$ cat config.mk
export PLATFORM = sky130hd
export DESIGN_NAME = mem_arbiter
export DESIGN_NICKNAME = d
export VERILOG_FILES = /design/src/rtl/mem_arbiter.sv
export SDC_FILE = /design/constraint.sdc
export NUM_CORES = 1
export LEC_CHECK = 0
export ABC_AREA = 1
export CAP_MARGIN = 0
export CORE_UTILIZATION = 38
export CTS_BUF_LIST = sky130_fd_sc_hd__clkbuf_4 sky130_fd_sc_hd__clkbuf_8
export CTS_CLUSTER_SIZE = 14
export DETAILED_ROUTE_END_ITERATION = 16
export PLACE_DENSITY = 0.82
export SYNTH_ARGS = -nofsm -noshare
export SYNTH_HDL_FRONTEND = slang
export SYNTH_SLANG_ARGS = --single-unit
$ cat constraint.sdc
create_clock -name clkSYS -period 2.7 [get_ports clkSYS]
set_input_delay 0.54 -clock clkSYS [delete_from_list [all_inputs] [get_ports clkSYS]]
set_output_delay 0.54 -clock clkSYS [all_outputs]
set_load 0.01 [all_outputs]
$ cat src/rtl/mem_arbiter.sv
// mem_arbiter: shares one SDRAM request port among N requesters.
// Grants one request at a time (round-robin by default) and keeps a tag FIFO
// of read owners so returning read words reach the requester that asked.
// Build option: define ARB_FIXED_PRIO_EN for fixed priority (lowest index wins).
module mem_arbiter #(
  parameter int N     = 3,
  parameter int DEPTH = 8
) (
  input  logic              clkSYS,
  input  logic              n_reset,
  input  logic [24*N-1:0]   r_addr,
  input  logic [16*N-1:0]   r_data,
  input  logic [N-1:0]      r_req,
  input  logic [N-1:0]      r_wr,
  output logic [N-1:0]      r_ack,
  output logic [15:0]       r_mem,
  output logic [N-1:0]      r_valid,
  output logic [23:0]       addr,
  output logic [15:0]       data,
  output logic              req,
  output logic              wr,
  input  logic              ack,
  input  logic [15:0]       mem,
  input  logic              valid,
  output logic              err
);

  localparam int          PW   = (N > 1) ? $clog2(N) : 1;
  localparam int          AW   = (DEPTH > 1) ? $clog2(DEPTH) : 1;
  localparam int          CW   = AW + 1;
  localparam int unsigned NU   = N;
  localparam logic [CW-1:0] FULL = CW'(DEPTH);
  localparam logic [PW-1:0] LAST = PW'(N - 1);

  typedef enum logic {IDLE, GRANT} state_t;

  state_t          state_q;
  logic [PW-1:0]   ptr_q;
  logic [PW-1:0]   sel_q;
  logic [23:0]     addr_q;
  logic [15:0]     data_q;
  logic            wr_q;
  logic            req_q;
  logic            err_q;

  logic [PW-1:0]   tag_q [DEPTH];
  logic [AW-1:0]   wp_q;
  logic [AW-1:0]   rp_q;
  logic [CW-1:0]   count_q;
  logic [CW-1:0]   count_d;

  logic [N-1:0]    elig;
  logic            found;
  logic [PW-1:0]   win;
  logic [23:0]     win_addr;
  logic [15:0]     win_data;
  logic            win_wr;
  logic            push;
  logic            pop;

  // Winner selection: scan indices >= ptr first, then wrap to the low indices.
  always_comb begin
    elig  = r_req & (r_wr | {N{count_q != FULL}});
    found = 1'b0;
    win   = '0;
    for (int unsigned i = 0; i < NU; i++) begin
      if (!found && elig[i] && (PW'(i) >= ptr_q)) begin
        found = 1'b1;
        win   = PW'(i);
      end
    end
    for (int unsigned i = 0; i < NU; i++) begin
      if (!found && elig[i]) begin
        found = 1'b1;
        win   = PW'(i);
      end
    end
  end

  // Mux the winning requester's address, data and direction.
  always_comb begin
    win_addr = '0;
    win_data = '0;
    win_wr   = 1'b0;
    for (int unsigned i = 0; i < NU; i++) begin
      if (PW'(i) == win) begin
        win_addr = r_addr[24*i +: 24];
        win_data = r_data[16*i +: 16];
        win_wr   = r_wr[i];
      end
    end
  end

  // Accept and read-return strobes, routed combinationally to their owners.
  always_comb begin
    push    = (state_q == GRANT) && ack && !wr_q;
    pop     = valid && (count_q != '0);
    count_d = count_q + CW'(push) - CW'(pop);
    r_ack   = '0;
    r_valid = '0;
    for (int unsigned i = 0; i < NU; i++) begin
      r_ack[i]   = (state_q == GRANT) && ack && (sel_q == PW'(i));
      r_valid[i] = pop && (tag_q[rp_q] == PW'(i));
    end
  end

  // Arbitration FSM with registered controller-side outputs and sticky error.
  always_ff @(posedge clkSYS or negedge n_reset) begin
    if (!n_reset) begin
      state_q <= IDLE;
      ptr_q   <= '0;
      sel_q   <= '0;
      addr_q  <= '0;
      data_q  <= '0;
      wr_q    <= 1'b0;
      req_q   <= 1'b0;
      err_q   <= 1'b0;
    end else begin
      if (valid && (count_q == '0)) err_q <= 1'b1;
      case (state_q)
        IDLE: begin
          if (found) begin
            sel_q   <= win;
            addr_q  <= win_addr;
            data_q  <= win_data;
            wr_q    <= win_wr;
            req_q   <= 1'b1;
            state_q <= GRANT;
          end
        end
        GRANT: begin
          if (ack) begin
            req_q   <= 1'b0;
            state_q <= IDLE;
`ifdef ARB_FIXED_PRIO_EN
            // ptr held at 0, so the selection scan reduces to lowest-index-first.
`else
            ptr_q   <= (sel_q == LAST) ? '0 : sel_q + 1'b1;
`endif
          end
        end
        default: state_q <= IDLE;
      endcase
    end
  end

  // Tag FIFO pointers and occupancy.
  always_ff @(posedge clkSYS or negedge n_reset) begin
    if (!n_reset) begin
      wp_q    <= '0;
      rp_q    <= '0;
      count_q <= '0;
    end else begin
      if (push) wp_q <= wp_q + 1'b1;
      if (pop)  rp_q <= rp_q + 1'b1;
      count_q <= count_d;
    end
  end

  // Tag storage; stale entries are unreachable after reset clears the pointers.
  always_ff @(posedge clkSYS) begin
    if (push) tag_q[wp_q] <= sel_q;
  end

  assign addr  = addr_q;
  assign data  = data_q;
  assign wr    = wr_q;
  assign req   = req_q;
  assign err   = err_q;
  assign r_mem = mem;

endmodule

* Word-level counts from Yosys, hierarchy flattened
Memory sizes are Yosys's and may differ from the RTL's.
Cells that the tools add are included.
** Cells by class
- Bitwise logic cells :: 3
- $lt $le $gt $ge :: 3
- $add $sub $neg :: 5
- Equality and inequality tests :: 9
- Muxes and demuxes :: 29
- Reductions and logical operators :: 32
** Operator list (count)
- $mux 24 :: 3
- $mux 16 :: 3
- $logic_and 1x1->1 :: 18
- $mux 1 :: 16
- $mux 2 :: 5
- $add 3x1->3 const B :: 2
- $logic_not 1->1 :: 6
- $logic_not 2->1 :: 3
- $reduce_and 2->1 :: 3
- $add 4x1->4 :: 1
- $eq 2x1->1 const B :: 2
- $eq 2x2->1 const B :: 2
- $ge 1x2->1 const A :: 2
- $logic_not 4->1 :: 1
- $ne 2x2->1 const B :: 2
- $ne 4x4->1 const B :: 1
- $pmux 1 s2 :: 2
- $reduce_bool 4->1 :: 1
- $sub 4x1->4 :: 1
- $and 3x3->3 :: 1
- $or 3x3->3 :: 1
- $add 2x1->2 const B :: 1
- $eq 1x2->1 const A :: 1
- $eq 2x2->1 const A :: 1
- other kinds (2) :: 2
** Word-level totals
- Memories kept :: 1
- Output and inout port bits :: 65
- Bits in registers :: 58
- Memory bits (writable) :: 16
** Memory list
- tag_q :: depth 8, bits a word 2, rd ports 1, clocked after memory_dff 0, write ports 1, RTL line 46 : logic [PW-1:0] tag_q [DEPTH];

* Longest topological paths before layout
Gate-level depths: netlist of run 1.
- Depth after elaboration :: 26
- Gate-level depth with buffers :: 14
- Gate-level depth less buffers :: 13

* Least setup slack after synthesis of run 1
OpenSTA, ideal clock, no wires.
- Path kind :: flip-flop to output port
- Start :: register rp_q[0]
- End :: output port r_valid[2]
- Arrival :: 1.492 ns
- Setup slack :: 0.668 ns
- Path buffers :: 1
- Stages on the path, launching flop included :: 8
- Required time :: 2.160 ns
- Path through :: dfrtp_1 -> clkbuf_1 -> clkinv_1 -> nor2_1 -> o32ai_1 -> nand2_1 -> o21ai_0 -> nor3_1
** On the way
- Word-level cells in the longest chain between the ends :: 3
** Ends and longest elaborated chain
- from (decl) :: RTL line 48 : logic [AW-1:0] rp_q;
- from (signal assigned) :: RTL line 155 : if (pop) rp_q <= rp_q + 1'b1;
- $mem_v2 8x2
- $eq 2x2->1 :: RTL line 103 : r_valid[i] = pop && (tag_q[rp_q] == PW'(i));
- $logic_and 1x1->1 :: RTL line 103
- to (decl) :: RTL line 17 : output logic [N-1:0] r_valid,
Every way passes these cells.

* Worst setup path in the final report of run 1
- Start :: input port ack
- End :: output port r_ack[1]
** On the way
- Word-level cells in the longest chain between the ends :: 2
** Ends and longest elaborated chain
- from (decl) :: RTL line 22 : input logic ack,
- $logic_and 1x1->1 (2 in a row) :: RTL line 102 : r_ack[i] = (state_q == GRANT) && ack && (sel_q == PW'(i));
- to (decl) :: RTL line 15 : output logic [N-1:0] r_ack,
Every way passes these cells.

==> impl_metrics.toml, run 1 <==
[setup_path]
crit_chain = "clkdlybuf4s50_1 > nand2_1 > inv_1 > nand2_1 > nor2_1 > clkdlybuf4s50_1"
cp_data_arrival_time_ps = 1980
cp_max_fo = 4
crit_family = "buffers and inverters"
start_kind = "input pin"
end_kind = "primary output"
worst-r2r-setup-slack_ps = 440
cpPeakStageDelay_ps = 540
cp_data_required_time_ps = 2160
cpMaxStageDelayCell = "clkdlybuf4s50_1"
cp.buffers_inverters = 3
critical_path_class = "in -> out"

[timing]
min_period_ps = 2520
fin_crit_sh = 0.932
maxSlewViolCount = 0
rsz0062_at_grt = "false"
fin_tns_setup_ps = 0
setup-violations-final = 0
skew_ps = 6.21
max_freq_mhz = 398
hold_viol = 0
relSlewSlack = 0.505
holdWs_ps = 239
worst_pin_slew_ps = 743

[outcome]
status = "complete, no violations"

[power_and_ir_drop]
intPower_w = 0.00375
seq_power_share = 0.310
cellLeakagePower_nw = 2.96
irDropWorstVdd_mv = 0.513
switching_share = 0.414
clkPwrFrac = 0.140
power_density_nw_per_um2 = 1020
power_switching_w = 0.00265
power_frac_comb = 0.550

[logic_synthesis]
synth_area_leaders = "dfrtp_1, nand2_1, edfxtp_1"
synth_cell_type_count = 34
syn_inst = 545
ys_warn_count = 0
synth-seq-cells = 74
netlist_area_sq_um = 4220
ys_seq_area_frac = 0.458
netlist.area_leader.share = 0.344
synth_most_common_cell = "nand2_1"
yosysTopAreaCell = "dfrtp_1"
avgSynthCellArea_sq_um = 7.74
synth_nets = 700
yosys-top-cells-count = "nand2_1, dfrtp_1, nand3_1"
synth_top_flop_cell = "dfrtp_1"
synth_edf_count = 16
synthArstFlopShare = 0.784

[worst_hold_path]
hp-class = "in -> async"

[clock_tree]
cts.sinks = 74
cts_buffers = 9
htree_levels = 3
cts_tree = "yes"
clock_latency_ps = 360
cts_max_path_buffers = 2
cts-root-buf = "clkbuf_8"
clk_pin_slew_worst_paths_ps = 80

[grt]
grt_max_degree = 77
top_usage_layer = "met2"
grt_overflow_total = 0
grt_usage = 0.219
met3_usage = 0.0720
grt_pass1_wl_um = 19500
grt_antenna_before_repair = 0
use_met2 = 0.386
gr-usage-met1 = 0.240
grt_pass1_vias = 4130

[routing]
wl_per_cell_um = 14.1
routed_wl_um = 12000
route.detailed.drc = 0
first_pass_iters = 4
initialDrtViolationCount = 150
drt.antenna.violating_nets = 0
vias = 4138
vias_per_cell = 4.87

[cells_and_area]
layout-drive-gt1-share = 0.0620
diodes = 0
nets = 860
syn_to_final_growth_pct = 48.8
fin_area_sq_um = 6280

[floorplanning]
die_width_um = 107
coreArea_sq_um = 10800
start_util = 0.389
core.rowCount = 38
die_area_sq_um = 11500
io_pins = 211
die_h_um = 107

[placed_design]
numPortBuffers = 178
dpl.hpwl_um = 9090
placed_area_sq_um = 6060
gp_congestion = 0.886

[job]
cap_violations = 0
[area by class of cell]
class | count | area (sq um)
multi-input cells | 395 | 1910
clock buffers | 9 | 124
well taps | 140 | 175
repair buffers | 191 | 1930
flip-flops and latches | 74 | 1930
inverters | 34 | 129
clock inverters | 7 | 77.6
fillers | 965 | 4560
[path summary, 6_finish.rpt]
check | startpoint | endpoint | cells after the start
setup / recovery | ack | r_ack[1] | 6
hold / removal | n_reset | data[2]$_DFFE_PN0P_ | 1
setup reg to reg | count_q[2]$_DFF_PN0_ | addr[14]$_DFFE_PN0P_ | 10
hold reg to reg | err$_DFFE_PN0P_ | err$_DFFE_PN0P_ | 1
max in group asynchronous | n_reset | data[6]$_DFFE_PN0P_ | 2
min in group clkSYS | err$_DFFE_PN0P_ | err$_DFFE_PN0P_ | 1
[worst reg2reg max path, cell delays in order, from the launching register on]
cell and delay, ps:
dfrtp_1 360, inv_1 100, ha_1 250, nand3_1 120, nand2_2 140, nor2_1 70
nand3_2 100, o31a_4 620, nand3_1 220, nand3_1 130, nand2_1 50
[cell usage in the layout, fill, tap and decap left out, drive strengths merged]
| cell type | netlist | final |
|---|---|---|
| dlygate4sd2 | 0 | 1 |
| nand4 | 1 | 1 |
| xnor2 | 2 | 2 |
| o31a | 1 | 1 |
| clkbuf | 7 | 9 |
| ha | 8 | 8 |
| inv | 33 | 35 |
| nor3 | 1 | 1 |
| nor2 | 34 | 34 |
| o221ai | 1 | 1 |
| o31ai | 1 | 1 |
| bufinv | 0 | 1 |
| o21ai | 9 | 9 |
| or2 | 12 | 12 |
| mux2i | 1 | 1 |
| nand2 | 223 | 223 |
| xor2 | 3 | 3 |
| nand3b | 1 | 1 |
| a31o | 1 | 1 |
| fa | 1 | 1 |
| dlymetal6s2s | 0 | 3 |
| o32ai | 3 | 3 |
| clkinv | 1 | 5 |
| dfrtp | 58 | 58 |
| o21a | 28 | 28 |
| edfxtp | 16 | 16 |
| buf | 35 | 14 |
| a21oi | 5 | 5 |
| nand3 | 58 | 58 |
| clkdlybuf4s50 | 0 | 173 |
| o22ai | 1 | 1 |
[layer usage]
layer | vias to the layer above | share of wire
li1 | 2041 | -
met1 | 1920 | 0.40
met2 | 153 | 0.51
met3 | 24 | 0.076
met4 | 0 | 0.019
met5 | - | 0
[power groups by stage]
stage                     combinational, W  sequential (W)  clock (W)
after floorplan                    0.00193         0.00207          0
after global placement             0.00344         0.00198          0
after detailed placement           0.00354         0.00199          0
after CTS                          0.00358         0.00198   0.000917
after global routing               0.00395         0.00204   0.000951
final                              0.00352         0.00198   0.000896
[per-stage QoR]
step                 util  total power, W  setup slack [ps]  instances
global route        0.579         0.00694              30.6        850
CTS                 0.578         0.00648              3.81        850
detailed placement  0.559         0.00554               119        833
finish              0.579         0.00640               184        850
global placement    0.559         0.00542               144        833
floorplan               -         0.00400               668        545
[state kept, by name, summed over array words and instances, names as in the netlist]
register and cells:
addr 24, data 16, tag_q 16, count_q 4, rp_q 3, wp_q 3, ptr_q 2, sel_q 2
err 1, req 1, state_q 1, wr 1
[what timing repair did]
item,4_1_cts,5_1_grt
buffers inserted,1,0
pin swaps,0,1
endpoints found under the hold margin,0,0
gates resized for setup,5,4
hold buffers,0,0
endpoints found under the setup margin,3,3
[cells by family (layout without fill, tap and decap cells)]
logic type                 after synthesis  after routing  synth area share
buffers and inverters                   76            241            0.0905
muxes                                    1              1           0.00237
adders and majority gates                9              9            0.0285
and+or+nand+nor                        330            330             0.325
DFF                                     74             74             0.458
xor gates and xnor gates                 5              5            0.0104
AOI/OAI and AO/OA                       50             50            0.0854
Power figures use the tool's default switching activity.
==> run 2: changes to the inputs <==
Settings changed: CTS_CLUSTER_SIZE 14 to 10.
==> results of run 2 <==
Same layout as run 1: the final DEF is identical, and so are final timing and power.
